**src/rtl/running_window_buffer.sv**
```systemverilog
// Sliding-window sample buffer: pairs every accepted sample with the sample leaving
// the N-deep window, giving the running-sum adder its x and m operands.
module running_window_buffer #(
   parameter int DATA_W   = 32,
   parameter int WIN_LOG2 = 4
) (
   input  logic                clk,
   input  logic                rst_n,
   input  logic                clear,
   input  logic                in_valid,
   output logic                in_ready,
   input  logic [DATA_W-1:0]   in_data,
   output logic                out_valid,
   input  logic                out_ready,
   output logic [DATA_W-1:0]   out_new,
   output logic [DATA_W-1:0]   out_old,
   output logic                out_full,
   output logic [WIN_LOG2:0]   fill_count
);

   localparam int                  DEPTH    = 1 << WIN_LOG2;
   localparam logic [WIN_LOG2:0]   CNT_FULL = {1'b1, {WIN_LOG2{1'b0}}};
   localparam logic [WIN_LOG2:0]   CNT_ONE  = (WIN_LOG2 + 1)'(1);
   localparam logic [WIN_LOG2-1:0] PTR_ONE  = WIN_LOG2'(1);

   localparam logic ST_FILL = 1'b0;
   localparam logic ST_RUN  = 1'b1;

   logic                state;
   logic [WIN_LOG2-1:0] wptr;
   logic [WIN_LOG2:0]   cnt;
   logic [WIN_LOG2:0]   cnt_next;
   logic                accept;
   logic [DATA_W-1:0]   evict;

   logic [DATA_W-1:0]   win_buf [DEPTH];

   logic                vld_p1;
   logic [DATA_W-1:0]   new_p1;
   logic [DATA_W-1:0]   old_p1;
   logic                full_p1;

   // Single output register: a new sample is taken only when the slot is empty or draining.
   assign in_ready = !clear && (!vld_p1 || out_ready);
   assign accept   = in_valid && in_ready;
   assign cnt_next = (state == ST_FILL) ? cnt + CNT_ONE : cnt;

   // Unwritten entries are never read: the evicted operand is zero until the window is full.
   assign evict    = (state == ST_RUN) ? win_buf[wptr] : '0;

   // Window storage: not reset, read-before-write on the same entry.
   always_ff @(posedge clk) begin
      if (accept) begin
         win_buf[wptr] <= in_data;
      end
   end

   // ---- stage p1: output register, pointer and fill state ----
   always_ff @(posedge clk or negedge rst_n) begin
      if (!rst_n) begin
         state   <= ST_FILL;
         wptr    <= '0;
         cnt     <= '0;
         vld_p1  <= 1'b0;
         new_p1  <= '0;
         old_p1  <= '0;
         full_p1 <= 1'b0;
      end else if (clear) begin
         state   <= ST_FILL;
         wptr    <= '0;
         cnt     <= '0;
         vld_p1  <= 1'b0;
         full_p1 <= 1'b0;
      end else if (accept) begin
         vld_p1  <= 1'b1;
         new_p1  <= in_data;
         old_p1  <= evict;
         full_p1 <= (cnt_next == CNT_FULL);
         cnt     <= cnt_next;
         wptr    <= wptr + PTR_ONE;
         if (cnt_next == CNT_FULL) begin
            state <= ST_RUN;
         end
      end else if (out_ready) begin
         vld_p1  <= 1'b0;
      end
   end

   assign out_valid  = vld_p1;
   assign out_new    = new_p1;
   assign out_old    = old_p1;
   assign out_full   = full_p1;
   assign fill_count = cnt;

endmodule

```
**config.mk**
```make
export PLATFORM = sky130hd
export DESIGN_NAME = running_window_buffer
export DESIGN_NICKNAME = d
export VERILOG_FILES = /design/src/rtl/running_window_buffer.sv
export SDC_FILE = /design/constraint.sdc
export NUM_CORES = 1
export LEC_CHECK = 0
export ABC_AREA = 1
export CORE_MARGIN = 3
export CORE_UTILIZATION = 40
export CTS_BUF_LIST = sky130_fd_sc_hd__clkbuf_16
export CTS_CLUSTER_SIZE = 20
export DETAILED_ROUTE_END_ITERATION = 8
export MAX_ROUTING_LAYER = met4
export RECOVER_POWER = 50
export SYNTH_ARGS = -nofsm -noshare
export SYNTH_HDL_FRONTEND = slang
export SYNTH_SLANG_ARGS = --single-unit
export TNS_END_PERCENT = 1
```
**constraint.sdc**
```tcl
create_clock -name clk -period 3.65 [get_ports clk]
set_input_delay 0.73 -clock clk [delete_from_list [all_inputs] [get_ports clk]]
set_output_delay 0.73 -clock clk [all_outputs]
set_load 0.03 [all_outputs]
```
== After elaboration in Yosys (flattened, before gate mapping) ==
Memories as Yosys holds them, arrays and structs flattened.
Cells that the tools add are included.

* Register bits: 76
* Bits in writable memories: 512
* Input bits: 37
* Output and inout port bits: 72
* Word-level logic and storage cells: 38
* Memories kept: 1

{| class="wikitable"
|+ Memory list
! name !! depth !! bits a word !! read ports !! clocked after Yosys merged registers in !! wr ports !! RTL line !! text
|-
| win_buf || 16 || 32 || 1 || 0 || 1 || 36 || <nowiki>logic [DATA_W-1:0] win_buf [DEPTH];</nowiki>
|}

* $add $sub $neg: 2
* Eq/ne operators: 1
* Mux-type cells: 16
* Bitwise gates (word level): 1
* Reductions and logical operators: 10

{| class="wikitable"
|+ Operators with widths
! operator !! count
|-
| $mux 32 || 1
|-
| $mux 5 || 3
|-
| $mux 1 || 10
|-
| $mux 4 || 2
|-
| $add 5x1->5 const B || 1
|-
| $eq 5x5->1 const B || 1
|-
| $add 4x1->4 const B || 1
|-
| $reduce_and 2->1 || 2
|-
| $reduce_bool 2->1 || 2
|-
| $reduce_bool 3->1 || 1
|-
| $logic_and 1x1->1 || 2
|-
| $logic_not 1->1 || 2
|-
| $logic_or 1x1->1 || 1
|-
| $not 1->1 || 1
|}

== Logic depth before layout (Yosys ltp) ==
* Depth after elaboration: 6
* Gate-level depth with buffers: 11
* Gate-level depth less buffers: 9

== Worst setup path after synthesis ==
OpenSTA, ideal clock, no wires.

* Path kind: input -> register
* Start: input clear
* End: memory win_buf[0][0], enable pin
* Library setup time: 0.421 ns
* Data arrival time: 2.724 ns
* Data required time: 3.229 ns
* Setup slack: 0.505 ns
* Cell stages on the path: 6
* Path buffers: 1
* Path through: inv_1 -> nand3_1 -> inv_1 -> buf_2 -> nand2_1 -> nor2_1

* Cells in the longest elaborated chain, start to end: 5

{| class="wikitable"
|+ Ends and longest elaborated chain
! element !! RTL line !! text
|-
| start: declaration || 9 || <nowiki>input logic clear,</nowiki>
|-
| $logic_not 1->1 || 44 || <nowiki>assign in_ready = !clear && (!vld_p1 || out_ready);</nowiki>
|-
| $logic_and 1x1->1 || 44 ||
|-
| $logic_and 1x1->1 || 45 || <nowiki>assign accept = in_valid && in_ready;</nowiki>
|-
| $mux 1 || 53 || <nowiki>if (accept) begin</nowiki>
|-
| $mux 1 (not written as such) || 54 || <nowiki>win_buf[wptr] <= in_data;</nowiki>
|-
| end: declaration || 36 ||
|}

No other way between the ends.

== Worst setup path after layout ==
* Start: input clear
* End: memory win_buf[2][8], enable pin

Same word-level chain as after synthesis.

==> results_dict.tcl <==
set metrics [dict create \
    yosysSeqAreaShare 0.682 \
    vias 16800 \
    ys.flop_type "edfxtp_1" \
    ys_ff_latch 588 \
    fin_area_um2 29200 \
    cts_hold_buf 0 \
    ant_nets 0 \
    tns_ns 0 \
    hold_ws_ns 0.486 \
    avgRoutedWirePerCell_um 17.7 \
    wl_met1_um 27100 \
    start_util 0.407 \
    synth_compound_area_frac 0.00815 \
    synthCells 2551 \
    clock_skew_ns 0.0293 \
    dieArea_um2 66300 \
    p_int_w 0.0112 \
    grt_use_total 0.194 \
    setup_viol 0 \
    clkPwrFrac 0.398 \
    clkTransAtPathRegs_ns 0.06 \
    min_path_type "reg2reg" \
    numCtsBuffers 60 \
    die_w_um 258 \
    synth.avg_cell_area_um2 9.92 \
    antenna_found_initial 0 \
    peakVddDrop_mv 0.386 \
    switching_share 0.243 \
    ys_warn_count 0 \
    drt_iter0_drc 1276 \
    nFillCells 5662 \
    drv_cap 1 \
    violations "max-capacitance violations, max-slew violations" \
    htree_levels 2 \
    grt_pass1_wl_um 96900 \
    synthesis.area_um2 25300 \
    postCtsSetupRepairBufs 0 \
    grt_start_max_net_pins 132 \
    clockRootBuffer "clkbuf_16" \
    fmax_ghz 0.330 \
    period_share 0.830 \
    final_nets 2688 \
    startpoint_type "input port" \
    antenna_cells 0 \
    synth-xor-area-share 0.00138 \
    slew_viol_final 63 \
    finalPower_w 0.0147 \
    place_hpwl_um 35900 \
    finalCriticalPeriod_ns 3.03 \
    place_congestion 0.815 \
    cp.arrival_ns 3.32 \
    synth_area_leader_cell "edfxtp_1" \
    seq_power_share 0.507 \
    synth_fa_ha_area_frac 0.00247 \
    clkLatencyLatePin_ns 0.63 \
    netlist_top_cells_count "nand2_1, edfxtp_1, inv_1" \
    totalWireLength_um 62400 \
    path_class "in2reg" \
    worst-path-max-fanout 26 \
    maxUsedRoutingLayer "met4" \
    synth.distinct_cells 21 \
    power_leakage_nw 13.2 \
    synth.top_cell.area_share 0.607 \
    grt_pass1_vias 16700 \
    cts_tree "yes" \
    hold_viol_final 0 \
    synth_area_leaders "edfxtp_1, nand2_1, dfrtp_1, inv_1, nand3_1" \
    synth_nets 2593 \
    cts_sinks 588 \
    critPathRequiredTime_ns 3.94 \
    die_y_um 258 \
    dp_cells 3421 \
    p_per_area_nw_per_um2 505 \
    fin_cells 3533 \
    cts_resized 0 \
    drc 0 \
    wl_met2_um 30400 \
    rsz0062_at_grt "no" \
    placed_cell_area_um2 27400 \
    drt_pass1_iterations 7 \
    rows 91 \
    drive_gt1_frac 0.0530 \
    ios 109 \
    viasPerCell 4.75 \
    synth_top_family_by_area "simple AND/OR/NAND/NOR gates" \
    power_switching_w 0.00359 \
    core_um2 62200 \
    crit_path_end_kind "register" \
    io_buffers 108 \
    worstMarginPinSlew_ns 1.98 \
    combPwrFrac 0.095 \
    slew_headroom -0.320 \
    overflow 0 \
    synth-edff-count 512 \
    met3_length_um 3110 \
    status "complete, but fails checks" \
    yosys.area_share.simple 0.210 \
    cts.path.max_buffers 3 \
    yosysMostFrequentCell "nand2_1" \
    synth.area.mux_share 0 \
    areaGrowthSynthToFinish_pct 15.4 \
    async_flop_share 0.129 \
]
## worst paths after layout
path | start | to | slack, ns | cells after the start
max in group asynchronous | rst_n | out_old[9] | 1.32 | 2
hold reg to reg | out_new[29] | out_new[29] | 0.49 | 2
min in group asynchronous | rst_n | out_new[0] | 0.66 | 1
setup reg to reg | wptr[0] | win_buf[2][8] | 1.02 | 5
hold / removal | out_new[29] | out_new[29] | 0.49 | 2
setup / recovery | clear | win_buf[2][8] | 0.62 | 7
## worst max-delay path: stages
cell and delay (ns):
dlygate4sd3_1 0.63, inv_1 0.19, nand3_1 0.20, inv_1 0.25, nand2_1 0.22, nor2_1 0.78
buf_12 0.30
## power groups by stage
| stage | sequential [W] | combinational, W | clock [W] |
|---|---|---|---|
| 6_report | 0.00747 | 0.00140 | 0.00587 |
| 5_1_grt | 0.00748 | 0.00157 | 0.00627 |
| 4_1_cts | 0.00748 | 0.00144 | 0.00600 |
| 3_5_place_dp | 0.00761 | 0.00143 | 0 |
| 3_3_place_gp | 0.00761 | 0.00141 | 0 |
| 2_1_floorplan | 0.00770 | 0.000801 | 0 |
## logic make-up after synthesis
group,Yosys count
simple gates,1337
compound gates,40
buf+inv,577
fa+ha+maj,5
flops,588
xor+xnor,4
## layout make-up
type                    count  area, um2  share of cell area
repair buffers            145       1510              0.0518
multi-input cells        1386       5740               0.196
inverters                 465       1750              0.0600
flip-flops and latches    588      17300               0.592
well taps                 837       1050              0.0358
clock inverters            52        382              0.0131
clock buffers              60       1500              0.0514
## through the flow
stage / utilization / setup slack [ns]
2_1_floorplan: - / 0.505
3_3_place_gp: 0.440 / 0.585
3_5_place_dp: 0.440 / 0.512
4_1_cts: 0.471 / 0.728
5_1_grt: 0.470 / 0.507
6_report: 0.470 / 0.622
## per-layer routing
layer / global-route usage / vias up
li1: - / 8156
met1: 0.250 / 8079
met2: 0.319 / 429
met3: 0.0267 / 111
met4: 0.0633 / 0
met5: - / -
## state kept, by name, summed over array words and instances (netlist names)
signal / cells
fill_count: 5
out_new: 32
win_buf: 512
out_old: 32
state: 1
out_valid: 1
wptr: 4
out_full: 1
## cells in the final DEF (no fill, tap or decap), types with 15 or more instances in the layout
master,count
nand3_1,232
o21ai_1,32
edfxtp_1,512
clkinv_1,15
nor2_4,16
buf_4,23
dfrtp_1,74
nand2_1,1077
clkinv_2,15
clkbuf_16,60
dlygate4sd3_1,34
inv_1,474
clkdlybuf4s50_1,73
Power figures use the tool's default switching activity.
==> RTL change 1: new RTL, same flow settings <==
Register the output `fill_count` once more; this adds one clock of latency there. The other outputs are not delayed to match.
--- a/src/rtl/running_window_buffer.sv
+++ b/src/rtl/running_window_buffer.sv
@@ -90,7 +90,9 @@
    assign out_new    = new_p1;
    assign out_old    = old_p1;
    assign out_full   = full_p1;
-   assign fill_count = cnt;
+   always_ff @(posedge clk) begin
+      fill_count <= cnt;
+   end
 
 endmodule
 
Formal check against the unedited RTL: not equivalent (a bounded check fails within 4 cycles, from zero or initial values and one cycle with rst_n low).
==> RTL change 1 against the original RTL <==
The flow still finishes with violations (capacitance limit, slew limit); worst setup slack better by 0.016 ns; cell area up 1.5%; wire length down 1.5%; utilization up 0.62 points; first-iteration DRC count down 2.0%; via count up 0.31%; power up 3.5%; non-clock buffer count up 13; register-to-register slack better by 0.11 ns; sequential cell count up 5; synthesized area up 0.52%; critical path type is now in -> out.
==> RTL change 1: results (changes against the original RTL) <==
nets@finish 2716 (+1.0%); Fillers 5705 (+0.76%); top cells by area, synth edfxtp_1 60%, nand2_1 16%, dfrtp_1 7.5%, inv_1 6.9%, nand3_1 4.5%; pre-CTS setup slack 0.475 ns (-0.0375 ns); r2r setup slk 1.13 ns (+0.11 ns); Crit Reg-Reg Endpoint win_buf[0][31]; layout cells sized above 1 0.0620 (+0.00893); Internal Pwr Total 11600 uW (+3.8%); Commonest cells post-synth 1078 x nand2_1, 512 x edfxtp_1, 468 x inv_1; Async SR Flop Fraction 0.128 (-0.00109); vias per cell 4.72 (-0.56%); gr usage total 0.189 (-0.00439); end point of the critical path in_ready; RR Startpoint out_valid; Post-DP HPWL 35600 um (-0.95%); maxcap violations 1 (unchanged); Data arrival, critical path 2.28 ns (-1.04 ns); Mapped Nets 2607 (+0.54%); GPL Wtd Cong 0.803 (-1.4%); Initial DRT Pass Iterations 5 (-2); WL/cell 17.2 um (-2.4%); Slowest cell on crit path clkdlybuf4s50_1; violated checks capacitance limit, slew limit; Placement Cell Area 0.0276 mm^2 (+0.91%); vias in the first global route 16700 (-0.20%); post-route minimum period 3.01 ns (-0.0162 ns); largest net degree at the start of global routing 142 (+7.6%); Slew Limit Fails 64 (+1.6%); critical path startpoint out_ready; run status complete, but fails checks; peak per-stage delay on the critical path 0.69 ns (-0.09 ns); Seq/Total Area, Yosys 0.683 (about the same); Reg2Reg Depth 8 (+3)
-- RTL change 1: layout make-up --
class / count / share of cell area
Inverter: 471 / 0.0599
Tap cell: 837 / 0.0353
Clock inverter: 55 / 0.0175
Multi-Input combinational cell: 1389 / 0.194
Clock buffer: 61 / 0.0515
Timing Repair Buffer: 158 / 0.0554
Sequential cell: 593 / 0.586
-- RTL change 1: kinds of logic (layout without fill, tap and decap cells) --
group                      after synthesis  in the layout  share of synthesized area
adders and majority gates                5              5                    0.00246
AOI/OAI and AO/OA                       46             46                    0.00919
and+or+nand+nor                       1337           1337                      0.209
DFF                                    593            593                      0.683
xor gates and xnor gates                 1              1                   0.000344
buffers and inverters                  583            745                     0.0966
-- RTL change 1: how the worst min path moves through the flow --
| stage | endpoint | slack, ns | cells past startpoint |
|---|---|---|---|
| 3_5_place_dp | fill_count[3] | 0.38 | 0 |
| 6_report | fill_count[3] | 0.40 | 0 |
| 4_1_cts | cnt[4] | 0.31 | 1 |
| 5_1_grt | fill_count[3] | 0.42 | 0 |
| 2_1_floorplan | fill_count[4] | 0.36 | 0 |
| 3_3_place_gp | fill_count[3] | 0.39 | 0 |
-- RTL change 1: worst register-to-register path, stage by stage, from the launching register on --
cell and delay (ns):
dfrtp_1 0.39, nand2_1 0.09, clkinv_1 0.08, nor2_1 0.13, nand2_1 0.25, inv_2 0.31
nand2_1 0.30, nor2_4 0.47, buf_12 0.22
-- RTL change 1: metal layers --
layer,global-route usage,vias up,wire length [um]
li1,-,8225,-
met1,0.250,8111,27600
met5,-,-,0
met2,0.312,404,29500
met3,0.0266,87,3010
met4,0.0474,0,1370
-- RTL change 1: metrics by stage --
step	std cells	utilization
6_report	3564	0.476
5_1_grt	3564	0.476
4_1_cts	3564	0.477
3_5_place_dp	3448	0.444
3_3_place_gp	3448	0.444
2_1_floorplan	2565	-
-- RTL change 1: power by group through the flow --
stage	combinational [uW]	sequential [uW]	clock, uW
2_1_floorplan	816	7770	0
5_1_grt	1570	7550	6690
4_1_cts	1440	7540	6440
3_3_place_gp	1410	7680	0
6_report	1400	7540	6320
3_5_place_dp	1430	7690	0
==> RTL change 2: new RTL, same settings <==
Made on the original files. `DATA_W`: 32 -> 16.
--- a/src/rtl/running_window_buffer.sv
+++ b/src/rtl/running_window_buffer.sv
@@ -1,7 +1,7 @@
 // Sliding-window sample buffer: pairs every accepted sample with the sample leaving
 // the N-deep window, giving the running-sum adder its x and m operands.
 module running_window_buffer #(
-   parameter int DATA_W   = 32,
+   parameter int DATA_W   = 16,
    parameter int WIN_LOG2 = 4
 ) (
    input  logic                clk,
Ports: changed (resized in_data, out_new and out_old); port bits go from 109 to 61. No check against the original RTL was run, so the function may have changed too.
==> RTL change 2 against the original RTL <==
Clock skew decreased by 0.021 ns; wire length is 47% lower; synthesized cell count is 48% lower; cell area down 48%; sequential share of layout area shrank 1.3 points; largest cell class unchanged; worst setup slack improved by 0.064 ns; global-route usage up 0.35 points; first-iteration DRC count decreased by 21%; power fell by 47%; worst hold slack got worse by 0.060 ns; sequential cell count fell by 288; synthesized area shrank 49%; cell count shrank 47%.
==> RTL change 2: results (changes against the original RTL) <==
Multi-input gate area 0.00303 mm^2 (-47%); Post-DP HPWL 20800 um (-42%); via count 8748 (-48%); Post-synth EDFFs 256 (-50%); M1 GR Usage 0.280 (+0.0299); gr usage total 0.197 (+0.00350); Slew Limit Fails 0 (-100%); wl on met1 15000 um (-45%); Non-clk bufs 92 (-37%); post-synth cell types 20 (-4.8%); Slowest cell on crit path nor2_2; GPL Wtd Cong 0.812 (-0.36%); run status complete, no violations; Rel. slew slack 0.106 (+0.426); register area 0.00879 mm^2 (-49%); initial antenna violation count 1 (+1); Async SR Flop Fraction 0.147 (+0.0174); # clk buffers 37 (-38%); vias in the first global route 8288 (-50%); Port-buffer cells 60 (-44%); CP Max Fanout 16 (-38%); Non-clock buffer share 0.0549 (+0.00308); met3 WL 2030 um (-35%); nets@finish 1428 (-47%); drt initial violations 1007 (-21%); Data arrival, critical path 3.08 ns (-0.24 ns); Detail Route met2 WL 15300 um (-49%); layout cells sized above 1 0.0674 (+0.0143); Logic inverters 245 (-47%); r2r setup slk 1.17 ns (+0.15 ns); end point of the critical path win_buf[7][3]; Commonest cells post-synth 547 x nand2_1, 256 x edfxtp_1, 244 x inv_1; max FFs per register 256 (-50%); maximum VDD drop 0.234 mV (-39%); RR Startpoint wptr[1]; Syn Std Cell Area 0.0130 mm^2 (-49%); Clock Latency Late Sink 0.50 ns (-0.13 ns); Global Route met2 Usage 0.305 (-0.0138); wire length of the first global-routing pass 49900 um (-48%); largest net degree at the start of global routing 78 (-41%); Worst Clk Skew 0.00829 ns (-0.0210 ns); Worst Hold Class in -> async; synth-to-layout area growth 17.0%; met3 Use GR 0.0226 (-0.00412); cell class contributing the biggest share of worst-path delay simple AND/OR/NAND/NOR gates; Fillers 2922 (-48%); Seq/Total Area, Yosys 0.677 (-0.00586); Placement Cell Area 0.0141 mm^2 (-48%)
RTL change 2: changes by cell type after synthesis, sizes merged, moves of 2 or more:
cell,unedited run,this run
buf,103,46
dfrtp,76,44
a21oi,0,2
nand2,1077,547
o21ai,36,23
inv,465,245
nand3,232,118
edfxtp,512,256
xor2,4,2
RTL change 2: report_power, final:
part / total [uW] / switching, uW / internal, uW / leakage, uW
sequential: 3820 / 38.6 / 3780 / 0.00289
clock: 3260 / 1310 / 1950 / 0.000566
combinational: 754 / 535 / 219 / 0.00347
RTL change 2: worst register-to-register path, stage by stage, from the launching register on:
cell     delay, ns
dfrtp_2       0.75
ha_1          0.26
inv_1         0.04
nor2_1        0.10
inv_1         0.20
nor2_2        0.75
RTL change 2: logic make-up after synthesis:
group           share of synthesized area
simple gates                        0.213
flops                               0.677
buf+inv                            0.0929
compound gates                     0.0111
fa+ha+maj                         0.00482
xor+xnor                          0.00135
RTL change 2: how the worst min path moves through the flow:
stage           startpoint             to  depth (start not counted)
6_report             rst_n    out_new[11]                          1
5_1_grt              rst_n     out_old[8]                          1
4_1_cts              rst_n    out_new[10]                          1
3_5_place_dp   out_new[11]    out_new[11]                          2
3_3_place_gp   out_new[11]    out_new[11]                          2
2_1_floorplan        rst_n  fill_count[0]                          0
RTL change 2: stage by stage:
step / utilization / hold WS, ns / setup WS [ns] / cells
2_1_floorplan: - / 0.434 / 1.20 / 1327
6_report: 0.478 / 0.426 / 0.686 / 1860
4_1_cts: 0.478 / 0.452 / 0.819 / 1860
3_3_place_gp: 0.445 / 0.468 / 0.532 / 1800
5_1_grt: 0.478 / 0.509 / 0.416 / 1860
3_5_place_dp: 0.445 / 0.466 / 0.496 / 1800
